===== src/rtl/segment_word_fifo_pkg.sv =====
// Shared segment-word definitions used by the FIFO, the step generator and the host interface.
package segment_pkg;

  localparam int SEGMENT_BYTES = 4;
  localparam int SEGMENT_BITS  = 8 * SEGMENT_BYTES;

  typedef logic [SEGMENT_BITS-1:0] segment_t;

endpackage


===== src/rtl/segment_word_fifo_packer.sv =====
// Little-endian byte-to-word packer: the first accepted byte lands in the least significant lane.
module byte_word_packer #(
  parameter int ReadBytes = 4
) (
  input  logic                   clk,
  input  logic                   rst,
  input  logic                   in_valid,
  input  logic [7:0]             in_byte,
  input  logic                   in_ready,
  output logic                   last_byte,
  output logic                   word_valid,
  output logic [8*ReadBytes-1:0] word
);

  localparam int CntBits = (ReadBytes > 1) ? $clog2(ReadBytes) : 1;
  localparam logic [CntBits-1:0] LastCnt = CntBits'(ReadBytes - 1);

  logic [CntBits-1:0]     byte_cnt;
  logic [8*ReadBytes-1:0] shift_reg;
  logic                   accept;

  assign accept     = in_valid && in_ready;
  assign last_byte  = (byte_cnt == LastCnt);
  assign word_valid = accept && last_byte;

  // The final byte bypasses the register so the word can be written the cycle it completes.
  always_comb begin
    word = shift_reg;
    word[8*(ReadBytes-1) +: 8] = in_byte;
  end

  always_ff @(posedge clk) begin
    if (rst) begin
      byte_cnt  <= '0;
      shift_reg <= '0;
    end else if (accept) begin
      shift_reg[8*byte_cnt +: 8] <= in_byte;
      byte_cnt <= last_byte ? '0 : byte_cnt + CntBits'(1);
    end
  end

endmodule


===== src/rtl/segment_word_fifo.sv =====
// Host byte stream to segment-word show-ahead FIFO feeding the step generator.
module segment_word_fifo
  import segment_pkg::*;
#(
  parameter int ReadBytes = SEGMENT_BYTES,
  parameter int Depth     = 16,
  localparam int AddrBits = $clog2(Depth)
) (
  input  logic                   clk,
  input  logic                   rst,
  input  logic                   in_valid,
  input  logic [7:0]             in_byte,
  output logic                   in_ready,
  output logic                   data_available,
  input  logic                   data_request,
  output logic [8*ReadBytes-1:0] data,
  output logic [AddrBits:0]      level,
  output logic                   underflow
);

  logic [8*ReadBytes-1:0] mem [Depth];
  logic [AddrBits:0]      wr_ptr;
  logic [AddrBits:0]      rd_ptr;
  logic                   empty;
  logic                   full;
  logic                   last_byte;
  logic                   word_valid;
  logic [8*ReadBytes-1:0] word;
  logic                   pop;

  byte_word_packer #(
    .ReadBytes(ReadBytes)
  ) u_packer (
    .clk       (clk),
    .rst       (rst),
    .in_valid  (in_valid),
    .in_byte   (in_byte),
    .in_ready  (in_ready),
    .last_byte (last_byte),
    .word_valid(word_valid),
    .word      (word)
  );

  assign empty = (wr_ptr == rd_ptr);
  assign full  = (wr_ptr[AddrBits] != rd_ptr[AddrBits]) &&
                 (wr_ptr[AddrBits-1:0] == rd_ptr[AddrBits-1:0]);

  // Only the completing byte needs a free slot, so earlier bytes of a word keep flowing while full.
  assign in_ready = !(full && last_byte);
  assign pop      = data_request && !empty;

  assign data_available = !empty;
  assign level          = wr_ptr - rd_ptr;

  always_comb begin
    data = '0;
    if (!empty) data = mem[rd_ptr[AddrBits-1:0]];
  end

  always_ff @(posedge clk) begin
    if (word_valid) mem[wr_ptr[AddrBits-1:0]] <= word;
  end

  always_ff @(posedge clk) begin
    if (rst) begin
      wr_ptr    <= '0;
      rd_ptr    <= '0;
      underflow <= 1'b0;
    end else begin
      if (word_valid) wr_ptr <= wr_ptr + 1'b1;
      if (pop) rd_ptr <= rd_ptr + 1'b1;
      if (data_request && empty) underflow <= 1'b1;
    end
  end

endmodule


===== config.mk =====
export PLATFORM = sky130hd
export DESIGN_NAME = segment_word_fifo
export DESIGN_NICKNAME = d
export VERILOG_FILES = /design/src/rtl/segment_word_fifo_pkg.sv /design/src/rtl/segment_word_fifo_packer.sv /design/src/rtl/segment_word_fifo.sv
export SDC_FILE = /design/constraint.sdc
export NUM_CORES = 1
export LEC_CHECK = 0
export CAP_MARGIN = 15
export CORE_MARGIN = 4
export CORE_UTILIZATION = 60
export CTS_CLUSTER_SIZE = 14
export DETAILED_ROUTE_END_ITERATION = 8
export GPL_TIMING_DRIVEN = 0
export PLACE_DENSITY_LB_ADDON = 0.25
export SETUP_SLACK_MARGIN = 0.2
export SLEW_MARGIN = 5
export SYNTH_ARGS = -nofsm -noshare
export SYNTH_HDL_FRONTEND = slang
export SYNTH_SLANG_ARGS = --single-unit

===== constraint.sdc =====
create_clock -name clk -period 4.75 [get_ports clk]
set_input_delay 0.475 -clock clk [delete_from_list [all_inputs] [get_ports clk]]
set_output_delay 0.475 -clock clk [all_outputs]
set_load 0.02 [all_outputs]

# ---- Yosys cells after proc, flatten, opt, wreduce, memory -nomap -nowiden
# Memory sizes are Yosys's and may differ from the RTL's. A register that Yosys moved wholly into a read port is not among the register bits.
# Index checks and enable logic that the tools add are counted.
dict set report op_classes {
  addsub 5
  n_eq_ne 4
  shift 2
  muxes 7
  reduce_logical 8
}
# cell count
set ops {}
lappend ops {{$neg A5 Y34} 1}
lappend ops {{$shift A8 B34 Y32 const A} 1}
lappend ops {{$shiftx A8 B34 Y32} 1}
lappend ops {{$bwmux W32} 1}
lappend ops {{$mux W32} 1}
lappend ops {{$add A5 B1 Y5 const B} 2}
lappend ops {{$mux W4} 2}
lappend ops {{$logic_and A1 B1 Y1} 6}
lappend ops {{$eq A5 B5 Y1} 1}
lappend ops {{$sub A5 B5 Y5} 1}
lappend ops {{$eq A4 B4 Y1} 1}
lappend ops {{$add A2 B1 Y2 const B} 1}
lappend ops {{$eq A2 B2 Y1 const B} 1}
lappend ops {{$logic_not A1 Y1} 2}
lappend ops {{$mux W1} 2}
lappend ops {{$mux W2} 1}
lappend ops {{$ne A1 B1 Y1} 1}
dict set report totals {
  regBits 45
  ram_bits 512
  in_bits 12
  out_inout_bits 40
  word_cells 32
  n_memories 1
}
# name words word_bits rd rd_clocked_by_memory_dff write_ports line_no
set memory_table {}
lappend memory_table {mem 16 32 1 1 1 segment_word_fifo.sv:21} ;# logic [8*ReadBytes-1:0] mem [Depth];

# ---- Longest topological paths before layout
dict set report depth {
  word_depth 8
  mapped_depth 9
  depth_no_buf 7
}

# ---- Hierarchy
# Synthesis repeated with hierarchy kept, for this count alone.
dict set report unflattened {
  cells_unflattened 986
  hier_area_um2 21509.4
}
# module instances cells_each area_each_um2 seq_area_each_um2
set by_module_without_submodules {}
lappend by_module_without_submodules {segment_word_fifo 1 887 20372.0 15675.0}
lappend by_module_without_submodules {byte_word_packer 1 99 1137.3 520.5}

# ---- Worst setup path before layout
# Ideal clock, no wire load.
dict set report synth_timing {
  kind {flip-flop to flip-flop}
  from {reg wr_ptr[0]}
  to {mem mem[0][0] (netlist bit), enable pin}
  setup_ns 0.461
  t_arrival_ns 3.740
  t_required_ns 4.289
  slack_ns 0.549
  stages_incl_launch_ff 7
  path_buffers 0
  synth_period_minus_slack_ns 4.201
  path_cell_list {dfxtp_1 -> inv_1 -> ha_1 -> and4_1 -> a21oi_1 -> nand2_1 -> nor3_1}
}
dict set report synth_via {
  elab_chain_len 8
}
# element line_no
set synth_rtl {}
lappend synth_rtl {{start, declared} segment_word_fifo.sv:22} ;# logic [AddrBits:0] wr_ptr;
lappend synth_rtl {{start signal, assigned} segment_word_fifo.sv:70} ;# if (word_valid) wr_ptr <= wr_ptr + 1'b1;
lappend synth_rtl {{$eq A4 B4 Y1} segment_word_fifo.sv:46} ;# (wr_ptr[AddrBits-1:0] == rd_ptr[AddrBits-1:0]);
lappend synth_rtl {{$logic_and A1 B1 Y1} segment_word_fifo.sv:45} ;# assign full = (wr_ptr[AddrBits] != rd_ptr[AddrBits]) &&
lappend synth_rtl {{$logic_and A1 B1 Y1} segment_word_fifo.sv:49} ;# assign in_ready = !(full && last_byte);
lappend synth_rtl {{$logic_not A1 Y1} segment_word_fifo.sv:49}
lappend synth_rtl {{$logic_and A1 B1 Y1} segment_word_fifo_packer.sv:22} ;# assign accept = in_valid && in_ready;
lappend synth_rtl {{$logic_and A1 B1 Y1} segment_word_fifo_packer.sv:24} ;# assign word_valid = accept && last_byte;
lappend synth_rtl {{$mux W1} segment_word_fifo.sv:61} ;# if (word_valid) mem[wr_ptr[AddrBits-1:0]] <= word;
lappend synth_rtl {{$mux W1 (implied by the code)} segment_word_fifo.sv:61}
lappend synth_rtl {{end, declared} segment_word_fifo.sv:21}
# Several ways; a longest one is shown, not always the timed one.

# ---- Final worst setup path
dict set report layout_timing {
  from {reg rd_ptr[1]}
  to {out data[16]}
}
dict set report layout_via {
  elab_chain_len 2
}
# element line_no
set layout_rtl {}
lappend layout_rtl {{start, declared} segment_word_fifo.sv:23} ;# logic [AddrBits:0] rd_ptr;
lappend layout_rtl {{start signal, assigned} segment_word_fifo.sv:71} ;# if (pop) rd_ptr <= rd_ptr + 1'b1;
lappend layout_rtl {{$eq A5 B5 Y1} segment_word_fifo.sv:44} ;# assign empty = (wr_ptr == rd_ptr);
lappend layout_rtl {{$mux W32} segment_word_fifo.sv:57} ;# if (!empty) data = mem[rd_ptr[AddrBits-1:0]];
lappend layout_rtl {{end, declared} segment_word_fifo.sv:16} ;# output logic [8*ReadBytes-1:0] data,
# No other way between the ends.

==> qor.txt <==
status: finished clean
r2r worst-path depth: 8
Max-Cap Viols: 0
Hold Crit Class: in -> reg
max reg flops: 512
worst rel slew slack: 0.399
Placer Congestion: 0.816
clk_skew: 18.8 ps
Site Rows: 68
CP max stage delay: 620 ps
total grt overflow: 0
CTS tree: built
clock sinks: 553
routing usage on met1: 0.369
Synth cell types: 41
Setup Fix Bufs, Post-CTS: 0
1st-pass router iterations: 6
reg2reg setup slack: 1280 ps
CTS Buffer Depth: 3
number of fill cells: 2056
dpl cells: 1535
post-synthesis sequential area ratio: 0.758
initial core utilization: 0.613
syn avg cell area: 21.3 um^2
Critical Path RT: 4280 ps
detailed-route DRC error count: 0
endpoints failing hold: 0
fin nets: 1166
worst r2r src: rd_ptr[1]
sw frac: 0.196
GR Layer Usage met3: 0.0554
Power Internal: 7.65 mW
final core occ: 0.708
top post-synthesis cells by area: edfxtp_1, mux4_2, dfxtp_1, mux2i_1, a221o_1
yosys warns: 0
combinational power share: 0.018
Via Count: 10.8k
Register Area: 0.0162 mm^2
layout cells sized above 1: 0.237
#FFs+latches synth: 553
Max VDD drop: 0.345 mV
worst-margin pin slew: 902 ps
clock share of power: 0.424
1st-iter DRT viols: 1354
Worst Setup SP: rd_ptr[1]
DIE HEIGHT: 197 um
CTS buffer count: 53
syn nets: 1031
Die X: 197 um
Setup crit end kind: output port
PortBufs: 49
min setup slack post-route: 440 ps
Bufs and invs on worst path: 3
global routing's busiest layer: met2
top cell type by total area after synthesis: edfxtp_1
Total Routing Usage GR: 0.253
IO Count: 52
Critical path destination: data[16]
initial antenna violation count: 1
count of pins over their slew limit: 0
Max Fclk: 0.232 GHz
Routed Antenna Nets: 0
clock transition at the registers of the reported paths: 60 ps
min-delay src: in_valid
Routed Wire Length: 48300 um
Flop pwr share: 0.558
Leakage: 7.52 nW
Cell Chain, Critical Path: inv_1, ha_1, nand4_4, nor2_4, nor3b_2, buf_2, a221o_1, clkdlybuf4s50_1
PD cells: 385 mW/mm^2
dpl hpwl: 29800 um
Clock Tree Root: clkbuf_16
number of global-route vias before repair: 11.1k
area occupied by multi-input gates: 0.00497 mm^2
met2 Use GR: 0.399
cell family with the largest share of critical-path delay: buffers and inverters
critical path class: reg -> out
RR Endpoint: mem[0][21]
first-pass GRT wire length: 71900 um
period utilization: 0.907
Crit. path cell count: 8
CTS resizes: 0
synthesis-to-finish area growth: 15.6%
vias per std cell: 6.61
RSZ-0062 raised after global routing: no
critical path's slowest cell: clkdlybuf4s50_1
Synth top area share: 0.719
die area: 0.0387 mm^2
Net Sw Power: 1.86 mW
leading cell type in the layout, fill and taps excluded: edfxtp_1
final non-filler cell total: 1638
Mapped Area: 0.0214 mm^2
Final min period: 4310 ps
Crit Path Max Fanout: 10
CP Launch Type: flip-flop
final setup fails: 0
largest net degree at the start of global routing: 24
DP Worst Slack: 1090 ps
clock latency on the worst-skew pair: 590 ps
DR WL/cell: 29.5 um
commonest non-fill, non-tap cells in the layout: edfxtp_1, mux4_2, clkbuf_16
Post-Synthesis Cells: 1004
# hold bufs at CTS: 0
floorplan core area: 0.0349 mm^2
H-tree depth: 2
Crit path arrival time: 3840 ps
-- synth_stat cells --
cell / instances
and4_1: 1
nand4_4: 1
buf_6: 4
nand3_1: 5
a211oi_1: 1
buf_2: 16
buf_1: 9
a221o_1: 32
a21o_1: 2
inv_1: 11
o31ai_1: 25
or3_1: 4
inv_2: 1
ha_1: 14
mux2i_1: 34
dfxtp_1: 41
o21ai_1: 1
nor2_4: 1
o311ai_4: 1
o21ai_0: 2
mux4_2: 128
clkbuf_1: 27
o211ai_1: 1
nor3b_2: 1
nand4_1: 2
and3_1: 1
o2111ai_2: 1
nor2_1: 22
nand2b_1: 10
xor2_1: 3
nand3b_1: 24
xnor2_1: 6
fa_1: 1
nand2_1: 7
edfxtp_1: 512
o311ai_2: 2
xor2_2: 1
nor3_1: 36
xnor2_2: 1
a21oi_1: 9
buf_4: 3
-- kinds of logic (layout without fill, tap and decap cells) --
| kind of cell | after synthesis | after routing | share of synthesized area |
|---|---|---|---|
| AND/OR/NAND/NOR | 115 | 115 | 0.0306 |
| multiplexers | 162 | 162 | 0.151 |
| buffers and inverters | 71 | 249 | 0.0153 |
| other | 0 | 1 | 0 |
| flip-flops | 553 | 553 | 0.758 |
| adder cells (fa/ha/maj) | 15 | 15 | 0.00913 |
| XOR/XNOR | 11 | 11 | 0.00521 |
| AO/OA/AOI/OAI | 77 | 77 | 0.0314 |
-- stage by stage --
step	hold WS, ps	power (mW)	TNS (ps)	instance area, um^2
after floorplan	469	5.50	0	21400
after global placement	472	5.57	-304530	22400
after detailed placement	462	5.58	0	23000
after CTS	381	9.55	0	24700
after global routing	426	9.80	0	24700
final	418	9.52	0	24700
-- worst reg2reg max path, stage by stage (launching register included) --
cell	delay, ps
dfxtp_1	410
inv_1	110
ha_1	340
and4_1	270
a21oi_1	420
nand2_1	350
nor3_2	760
buf_8	240
buf_4	250
-- routing by layer --
layer / up-vias / routed length [um]
li1: 4489 / -
met5: - / 0
met2: 604 / 23800
met1: 5643 / 18800
met4: 0 / 1230
met3: 93 / 4520
-- worst min-delay path by stage --
stage | to | slack (ps) | depth (start not counted)
global route | u_packer.byte_cnt[1] | 430 | 3
finish | u_packer.byte_cnt[1] | 420 | 3
CTS | u_packer.byte_cnt[1] | 380 | 3
global placement | underflow | 470 | 2
floorplan | u_packer.byte_cnt[1] | 470 | 2
detailed placement | underflow | 460 | 2
-- layout make-up --
type,count,area share
flip-flops and latches,553,0.655
multi-input cells,380,0.201
clock buffers,74,0.0603
repair buffers,80,0.0393
well taps,455,0.0230
plain buffers,59,0.0114
clock inverters,24,0.00770
inverters,12,0.00182
diodes,1,0.000101
-- power groups by stage --
stage | Clock (mW) | Combinational, mW | Sequential, mW
floorplan | 0 | 0.0932 | 5.40
CTS | 4.08 | 0.168 | 5.31
detailed placement | 0 | 0.165 | 5.41
finish | 4.04 | 0.171 | 5.31
global placement | 0 | 0.163 | 5.41
global route | 4.31 | 0.182 | 5.31
(Power assumes the default switching activity.)
